[config.mk]
export PLATFORM = sky130hd
export DESIGN_NAME = alu_seq_divider_flat
export DESIGN_NICKNAME = d
export VERILOG_FILES = /design/src/rtl/alu_seq_divider_if.sv /design/src/rtl/alu_seq_divider.sv /design/src/flat_wrapper.sv
export SDC_FILE = /design/constraint.sdc
export NUM_CORES = 1
export LEC_CHECK = 0
export ABC_AREA = 1
export CAP_MARGIN = 20
export CORE_AREA = 10 10 168 170
export DETAILED_ROUTE_END_ITERATION = 8
export DIE_AREA = 0 0 178 180
export PLACE_DENSITY = 0.7
export SLEW_MARGIN = 20
export SYNTH_ARGS = -nofsm -noshare
export SYNTH_HDL_FRONTEND = slang
export SYNTH_SLANG_ARGS = --single-unit
[constraint.sdc]
create_clock -name i_clk -period 1.98 [get_ports i_clk]
set_input_delay 0.297 -clock i_clk [delete_from_list [all_inputs] [get_ports i_clk]]
set_output_delay 0.297 -clock i_clk [all_outputs]
set_load 0.02 [all_outputs]
[src/rtl/alu_seq_divider_if.sv]
// Handshake and result bundle between the requester and the sequential divider.
// The requester issues operands on the master side; the divider returns results on the slave side.
interface alu_seq_divider_if #(
   parameter int WIDTH = 32
);
   logic             start;
   logic [WIDTH-1:0] in1;
   logic [WIDTH-1:0] in2;
   logic             busy;
   logic             done;
   logic [WIDTH-1:0] quotient;
   logic [WIDTH-1:0] remainder;
   logic             div_by_zero;
   logic [3:0]       flags;

   modport master (
      output start, in1, in2,
      input  busy, done, quotient, remainder, div_by_zero, flags
   );

   modport slave (
      input  start, in1, in2,
      output busy, done, quotient, remainder, div_by_zero, flags
   );
endinterface

[src/rtl/alu_seq_divider.sv]
// Radix-2 restoring unsigned divider that produces one quotient bit per clock.
// Results are registered separately from the working shift registers and are held until the next completion.
module alu_seq_divider #(
   parameter int WIDTH = 32,
   parameter int CNT_W = 6
) (
   input logic              i_clk,
   input logic              i_reset,
   alu_seq_divider_if.slave bus
);
   typedef enum logic [1:0] {S_IDLE, S_RUN, S_DONE} state_t;

   state_t           r_state;
   logic [WIDTH-1:0] r_rem;
   logic [WIDTH-1:0] r_q;
   logic [WIDTH-1:0] r_div;
   logic [CNT_W-1:0] r_cnt;
   logic             r_dbz_run;

   logic [WIDTH:0]   w_rem_sh;
   logic             w_ge;
   logic [WIDTH-1:0] w_diff;
   logic [WIDTH-1:0] w_rem_nx;
   logic [WIDTH-1:0] w_q_nx;

   // The shifted partial remainder needs WIDTH+1 bits. A successful subtract
   // always leaves a value below the divisor, so WIDTH bits are enough to hold it.
   assign w_rem_sh = {r_rem, r_q[WIDTH-1]};
   assign w_ge     = (w_rem_sh >= {1'b0, r_div});
   assign w_diff   = w_rem_sh[WIDTH-1:0] - r_div;
   assign w_rem_nx = w_ge ? w_diff : w_rem_sh[WIDTH-1:0];
   assign w_q_nx   = {r_q[WIDTH-2:0], w_ge};

   always_ff @(posedge i_clk) begin
      if (i_reset) begin
         r_state         <= S_IDLE;
         r_rem           <= '0;
         r_q             <= '0;
         r_div           <= '0;
         r_cnt           <= '0;
         r_dbz_run       <= 1'b0;
         bus.busy        <= 1'b0;
         bus.done        <= 1'b0;
         bus.quotient    <= '0;
         bus.remainder   <= '0;
         bus.div_by_zero <= 1'b0;
         bus.flags       <= 4'b0000;
      end else begin
         bus.done <= 1'b0;
         case (r_state)
            S_IDLE, S_DONE: begin
               if (bus.start) begin
                  r_state <= S_RUN;
                  r_div   <= bus.in2;
                  r_rem   <= '0;
                  r_q     <= bus.in1;
                  // A zero divisor takes one wait cycle with busy low so that
                  // done lands two cycles after start.
                  if (bus.in2 == '0) begin
                     r_dbz_run <= 1'b1;
                     r_cnt     <= CNT_W'(1);
                     bus.busy  <= 1'b0;
                  end else begin
                     r_dbz_run <= 1'b0;
                     r_cnt     <= CNT_W'(WIDTH);
                     bus.busy  <= 1'b1;
                  end
               end else begin
                  r_state <= S_IDLE;
               end
            end
            S_RUN: begin
               if (!r_dbz_run) begin
                  r_rem <= w_rem_nx;
                  r_q   <= w_q_nx;
               end
               r_cnt <= r_cnt - CNT_W'(1);
               if (r_cnt == CNT_W'(1)) begin
                  r_state  <= S_DONE;
                  bus.busy <= 1'b0;
                  bus.done <= 1'b1;
                  if (r_dbz_run) begin
                     bus.quotient    <= '1;
                     bus.remainder   <= r_q;
                     bus.div_by_zero <= 1'b1;
                     bus.flags       <= 4'b1001;
                  end else begin
                     bus.quotient    <= w_q_nx;
                     bus.remainder   <= w_rem_nx;
                     bus.div_by_zero <= 1'b0;
                     bus.flags       <= {w_q_nx[WIDTH-1], (w_q_nx == '0), 1'b0, 1'b0};
                  end
               end
            end
            default: r_state <= S_IDLE;
         endcase
      end
   end
endmodule
[src/flat_wrapper.sv]
// flat-port wrapper written by rule: the top's interface ports become plain ports
module alu_seq_divider_flat 
#(
   parameter int WIDTH = 32,
   parameter int CNT_W = 6
)
  (i_clk, i_reset, bus_start, bus_in1, bus_in2, bus_busy, bus_done, bus_quotient, bus_remainder, bus_div_by_zero, bus_flags);
  alu_seq_divider_if #(.WIDTH(WIDTH)) bus_i ();
  input logic i_clk;
  input logic i_reset;
  input wire logic [$bits(bus_i.start)-1:0] bus_start;
  input wire logic [$bits(bus_i.in1)-1:0] bus_in1;
  input wire logic [$bits(bus_i.in2)-1:0] bus_in2;
  output wire logic [$bits(bus_i.busy)-1:0] bus_busy;
  output wire logic [$bits(bus_i.done)-1:0] bus_done;
  output wire logic [$bits(bus_i.quotient)-1:0] bus_quotient;
  output wire logic [$bits(bus_i.remainder)-1:0] bus_remainder;
  output wire logic [$bits(bus_i.div_by_zero)-1:0] bus_div_by_zero;
  output wire logic [$bits(bus_i.flags)-1:0] bus_flags;
  assign bus_i.start = bus_start;
  assign bus_i.in1 = bus_in1;
  assign bus_i.in2 = bus_in2;
  assign bus_busy = bus_i.busy;
  assign bus_done = bus_i.done;
  assign bus_quotient = bus_i.quotient;
  assign bus_remainder = bus_i.remainder;
  assign bus_div_by_zero = bus_i.div_by_zero;
  assign bus_flags = bus_i.flags;
  alu_seq_divider #(.WIDTH(WIDTH), .CNT_W(CNT_W)) u_core (.i_clk(i_clk), .i_reset(i_reset), .bus(bus_i));
endmodule
# ---- Word-level counts from Yosys, hierarchy flattened
# Index checks and enable logic that the tools add are counted.
dict set report word_totals {
  inputBits 67
  regBits 176
}
dict set report op_classes {
  n_mux 23
  n_eq_ne 6
  order_cmp 1
  n_bitwise 1
  n_reduce_logical 11
  add_sub_neg 2
}
# op count
set ops {}
lappend ops {{32-bit two-way mux} 7}
lappend ops {{32-bit case mux with 2 select lines} 2}
lappend ops {{32-bit logical NOT} 2}
lappend ops {{33-bit by 32-bit greater-or-equal comparator with 1-bit output} 1}
lappend ops {{32-bit subtractor} 1}
lappend ops {{6-bit two-way mux} 2}
lappend ops {{6-bit case mux with 2 select lines} 1}
lappend ops {{1-bit two-way mux} 7}
lappend ops {{6-bit by 1-bit equality test with 1-bit output, second input constant} 1}
lappend ops {{2-bit AND reduction} 3}
lappend ops {{3-bit AND reduction} 2}
lappend ops {{6-bit by 1-bit subtractor with 6-bit output, second input constant} 1}
lappend ops {{4-bit two-way mux} 1}
lappend ops {{2-bit != test, second input constant} 2}
lappend ops {{2-bit case mux with 2 select lines} 1}
lappend ops {{2-bit OR reduction} 2}
lappend ops {{2-bit by 1-bit equality test with 1-bit output, second input constant} 1}
lappend ops {{2-bit equality test, second input constant} 1}
lappend ops {{2-bit logical NOT} 1}
lappend ops {{2-bit two-way mux} 1}
lappend ops {{2-bit by 1-bit != test with 1-bit output, second input constant} 1}
lappend ops {{1-bit case mux with 2 select lines} 1}
lappend ops {{2-bit nonzero test} 1}
lappend ops {{1-bit NOT} 1}

# ---- Depth between registers and ports, before layout
dict set report logic_depth {
  depth_word 4
  mapped_depth 18
}

# ---- Worst setup path before layout
# No wires, ideal clock.
dict set report synth_timing {
  kind {register to register}
  startpoint {register u_core.r_q[31]}
  endpoint {register u_core.r_rem[18]}
  path_stages_with_launch 18
  setup_ps 70
  arrival_time_ps 1949
  slack_ps -40
  n_path_buf 0
  cell_sequence {dfxtp_1 -> inv_1 -> ha_1 -> inv_1 -> fa_1 -> nand3_1 -> nand2_1 -> nand2_1 -> nand2_1 -> nand2_1 -> nand2_1 -> nand2_1 -> nand2_1 -> nand2_1 -> nand3_2 -> nand2_1 -> nand2_1 -> a21oi_1}
}
dict set report synth_between {
  elab_chain_cells 4
  word_cells_on_any_way 5
}
# item line_no
set synth_rtl {}
lappend synth_rtl {{start: declaration} alu_seq_divider.sv:15} ;# logic [WIDTH-1:0] r_q;
lappend synth_rtl {{start signal: assignment} alu_seq_divider.sv:56} ;# r_q <= bus.in1;
lappend synth_rtl {{start signal: assignment} alu_seq_divider.sv:75} ;# r_q <= w_q_nx;
lappend synth_rtl {{32-bit subtractor or 33-bit by 32-bit greater-or-equal comparator with 1-bit output (tied branches)} {alu_seq_divider.sv:30, alu_seq_divider.sv:29}}
lappend synth_rtl {{32-bit two-way mux (*)} alu_seq_divider.sv:31} ;# assign w_rem_nx = w_ge ? w_diff : w_rem_sh[WIDTH-1:0];
lappend synth_rtl {{32-bit two-way mux (*)} alu_seq_divider.sv:73} ;# if (!r_dbz_run) begin
lappend synth_rtl {{32-bit case mux with 2 select lines (*)} alu_seq_divider.sv:50} ;# case (r_state)
lappend synth_rtl {{end signal: assignment} alu_seq_divider.sv:74} ;# r_rem <= w_rem_nx;
lappend synth_rtl {{end: declaration} alu_seq_divider.sv:14} ;# logic [WIDTH-1:0] r_rem;
# Mark *: on every way between the ends. The rest lies on a longest branch, timed or not. The select of a mux whose other input is x is not followed.
# A chain may end at the register's enable or synchronous reset.

# ---- Final worst setup path
dict set report layout_timing {
  startpoint {register u_core.r_rem[3]}
  endpoint {register u_core.bus.remainder[14]}
}
dict set report layout_between {
  elab_chain_cells 3
  word_cells_on_any_way 4
}
# item line_no
set layout_rtl {}
lappend layout_rtl {{32-bit subtractor or 33-bit by 32-bit greater-or-equal comparator with 1-bit output (tied branches)} {alu_seq_divider.sv:30, alu_seq_divider.sv:29}}
lappend layout_rtl {{32-bit two-way mux (*)} alu_seq_divider.sv:31}
lappend layout_rtl {{32-bit two-way mux (*)} alu_seq_divider.sv:82} ;# if (r_dbz_run) begin
lappend layout_rtl {{end signal: assignment} alu_seq_divider.sv:84} ;# bus.remainder <= r_q;
lappend layout_rtl {{end signal: assignment} alu_seq_divider.sv:89} ;# bus.remainder <= w_rem_nx;
lappend layout_rtl {{end: declaration} alu_seq_divider_if.sv:23} ;# output busy, done, quotient, remainder, div_by_zero, flags
# Mark *: on every way between the ends. The rest lies on a longest branch, timed or not.

==> flow_summary.ini <==
[layout]
n_antenna_cell = 0
fin_cells = 2139
final_common_cell = nand2_1
layout.cells.most_common_list = nand2_1 (364), buf_4 (196), inv_1 (145), dfxtp_1 (137), clkdlybuf4s50_1 (135)
drive_gt1_frac = 0.3140
fillCellCount = 2172
fin_nets = 1898
area_delta_synth_final_pct = 53.06

[flow_run]
maxCapViolations = 0

[clock_tree]
ctsHtreeMaxLevel = 4
clk_path_buf_depth = 2
cts-root-buf = clkbuf_16
cts.sinks = 173
cts_made_buffers = 17
clk_pin_slew_ns = 0.08
holdBufCountCts = 0
cts_tree = yes
insertion_delay_ns = 0.45

[placement]
io_buffers = 136
post-place-cells = 2067
place.gp.congestion = 0.9630
hpwl_microns = 25940

[drt]
dr.pass1.iters = 5
num_vias = 11083
routedWlPerCell_microns = 17.02
ant_nets = 0
via_per_inst = 5.181
first_iter_violations = 920
drc_errors = 0
wl_microns = 36400

[power]
p_per_area_nw_per_um2 = 903.7
p_total_mw = 13.54
irDropWorstVdd_mv = 0.6228
p_leak_nw = 6.247

[setup_path]
cp-start-kind = register
path_class = reg -> reg
path_common_cell = nand2_2
worstPathCellList = ha_4 > nand2_2 > nand2_2 > inv_2 > nand2_2 > nand2_2 > nand3_4 > nand2_4 > nand3_4 > nand2_8 > nand2_8 > inv_8 > buf_12 > nand2_2 > nand2_2 > nand2_1 > a21oi_1
arrival_ns = 2.55
r2r-start = u_core.r_rem[3]
r2r_setup_slack_ns = -0.20
endpoint_kind = register
path_delay_family = simple AND/OR/NAND/NOR gates
crit_buf_inv = 3
max_stage_delay_ns = 0.35
ff2ff_path_depth = 17
timing.rr.end = u_core.bus.remainder[14]
worst-path-max-fanout = 7
cpMaxStageDelayCell = dfxtp_2
cp_data_required_time_ns = 2.35

[synthesis]
synth.distinct_cells = 47
synth_compound_area_frac = 0.1754
synth.area.top_cells = dfxtp_1 (35%), nand2_1 (18%), a21oi_1 (8.0%)
syn_area_per_cell_sq_um = 6.524
synthesis.area_sq_um = 9786
synth_edf_count = 0
synth_xor_area_frac = 0.01253
synth_adder_area_share = 0.04552
synth-seq-cells = 173
syn_nets = 1602
yosysTopAreaCellShare = 0.3539
synth_flop_cell = dfxtp_1
synthArstFlopShare = 0
synthSimpleGateAreaFrac = 0.3080
synth_mux_area_frac = 0
yosysSeqAreaShare = 0.3539
synth_top_family_by_area = simple AND/OR/NAND/NOR gates
yosys.area.top_type = dfxtp_1
synth_warnings = 0
netlist_instances = 1500

[hold_path]
hold_class = in -> reg
min_path_cells = 3
min_to = u_core.r_q[12]
min_from = bus_in1[12]

[die]
core-area_sq_um = 24890
start_util = 0.3931
die_x_microns = 178
num_rows = 58
die_h_microns = 180
die_area_sq_um = 32040
io-pin-count = 138

[timing]
hold_viol_final = 0
finClkSkew_ns = 0.01953
setup_viol = 67
fmax_mhz = 457.8
worst_slack_ns = -0.2046
period_needed_ns = 2.185
rsz0062_at_grt = true
slew_viol_final = 0
fin_crit_sh = 1.103
slew_headroom = 0.5104
tightest_slew_ns = 0.7344

[run_status]
status = finished with violations
violations = negative setup slack

[global_routing]
grt_pass1_vias = 10731
grt_max_degree = 66
grt_first_pass_wirelength_microns = 56430
grt-ovfl-total = 0
track_usage = 0.2178
antenna_found_initial = 0
[timing repair]
action / CTS / global route
cloned: 2 / 3
setup buffers: 25 / 10
pin swaps: 30 / 44
endpoints found under the setup margin: 67 / 67
resized for setup: 235 / 104
[cell usage after synthesis, types with 3 or more instances]
cell type  count
xnor2_1        5
nand2_2       15
dfxtp_1      173
nand3_1       86
nor4_1        10
a21oi_2        3
inv_1        171
o21ai_1        3
nor3_1         7
xor2_1         9
nor2_2         7
nand4_1       16
nand3_2       11
nand3b_1       4
o21bai_1       5
buf_4          3
a31oi_1       31
ha_1          34
buf_2         11
nor2_1        66
inv_2          7
nor2_4         3
a21oi_1      157
clkbuf_1      57
buf_6          3
and2_1         3
o21ai_0      114
nand2_1      464
[layer usage]
layer | vias to the layer above | GRT usage | wire length [microns]
met2 | 331 | 0.3649 | 17740
met3 | 68 | 0.03793 | 1957
met1 | 5229 | 0.2684 | 15460
met4 | 0 | 0.08939 | 1246
li1 | 5455 | - | -
met5 | - | 0 | 0
[sequential cells by signal (all words and copies together), names as in the netlist]
signal	flops
u_core.r_state	2
u_core.bus.flags	3
u_core.bus.done	1
u_core.r_div	32
u_core.r_dbz_run	1
u_core.r_q	32
u_core.bus.quotient	31
u_core.r_cnt	6
u_core.bus.remainder	32
u_core.r_rem	32
u_core.bus.busy	1
[worst max path at each step]
stage | end | start | depth (start not counted)
floorplan | u_core.r_rem[18] | u_core.r_q[31] | 17
global placement | u_core.r_rem[21] | u_core.r_div[31] | 13
detailed placement | u_core.r_rem[21] | u_core.r_div[31] | 13
CTS | u_core.r_rem[15] | u_core.r_div[30] | 13
global route | u_core.bus.remainder[14] | u_core.r_div[4] | 18
finish | u_core.bus.remainder[14] | u_core.r_rem[3] | 17
[per-stage QoR]
stage | cell area (sq um) | TNS (ns) | setup slack [ns] | util | hold slack [ns]
after detailed placement | 12640 | -18.20 | -0.4245 | 0.5079 | 0.4536
final | 14980 | -9.256 | -0.2046 | 0.6017 | 0.4073
after global routing | 14980 | -14.57 | -0.2768 | 0.6017 | 0.4292
after floorplan | 9791 | 0 | 0.01213 | - | 0.3809
after global placement | 12640 | -15.92 | -0.4079 | 0.5079 | 0.4507
after CTS | 14470 | -3.071 | -0.1028 | 0.5811 | 0.4044
[cell families after synthesis]
family	Yosys count
AND/OR/NAND/NOR	698
AO/OA/AOI/OAI	323
buffers and inverters	256
flip-flops	173
adder cells (fa/ha/maj)	35
XOR/XNOR	14
other	1
[worst register-to-register path, cell delays in order (launching register included)]
cell and delay, ns:
dfxtp_2 0.35, ha_4 0.27, nand2_2 0.07, nand2_2 0.07, inv_2 0.08, nand2_2 0.06, nand2_2 0.09, nand3_4 0.10
nand2_4 0.09, nand3_4 0.10, nand2_8 0.12, nand2_8 0.10, inv_8 0.10, buf_12 0.14, nand2_2 0.05, nand2_2 0.06
nand2_1 0.08, a21oi_1 0.16
[layout make-up]
cell class / instances / area (sq um) / share of cell area
clock inverter: 15 / 190.2 / 0.01270
tap: 330 / 412.9 / 0.02757
multi-input combinational: 1072 / 6535 / 0.4363
clock buffer: 17 / 425.4 / 0.02840
sequential: 173 / 3511 / 0.2344
inverter: 179 / 689.4 / 0.04603
timing repair buffer: 353 / 3214 / 0.2146
[power by group]
| part | total, mW | internal, mW | switching, mW |
|---|---|---|---|
| Combinational | 6.10 | 2.73 | 3.36 |
| Clock | 3.47 | 1.72 | 1.75 |
| Sequential | 3.96 | 3.72 | 0.246 |
| Total | 13.5 | 8.17 | 5.36 |
Note: power is estimated with default switching activity, not from simulation.
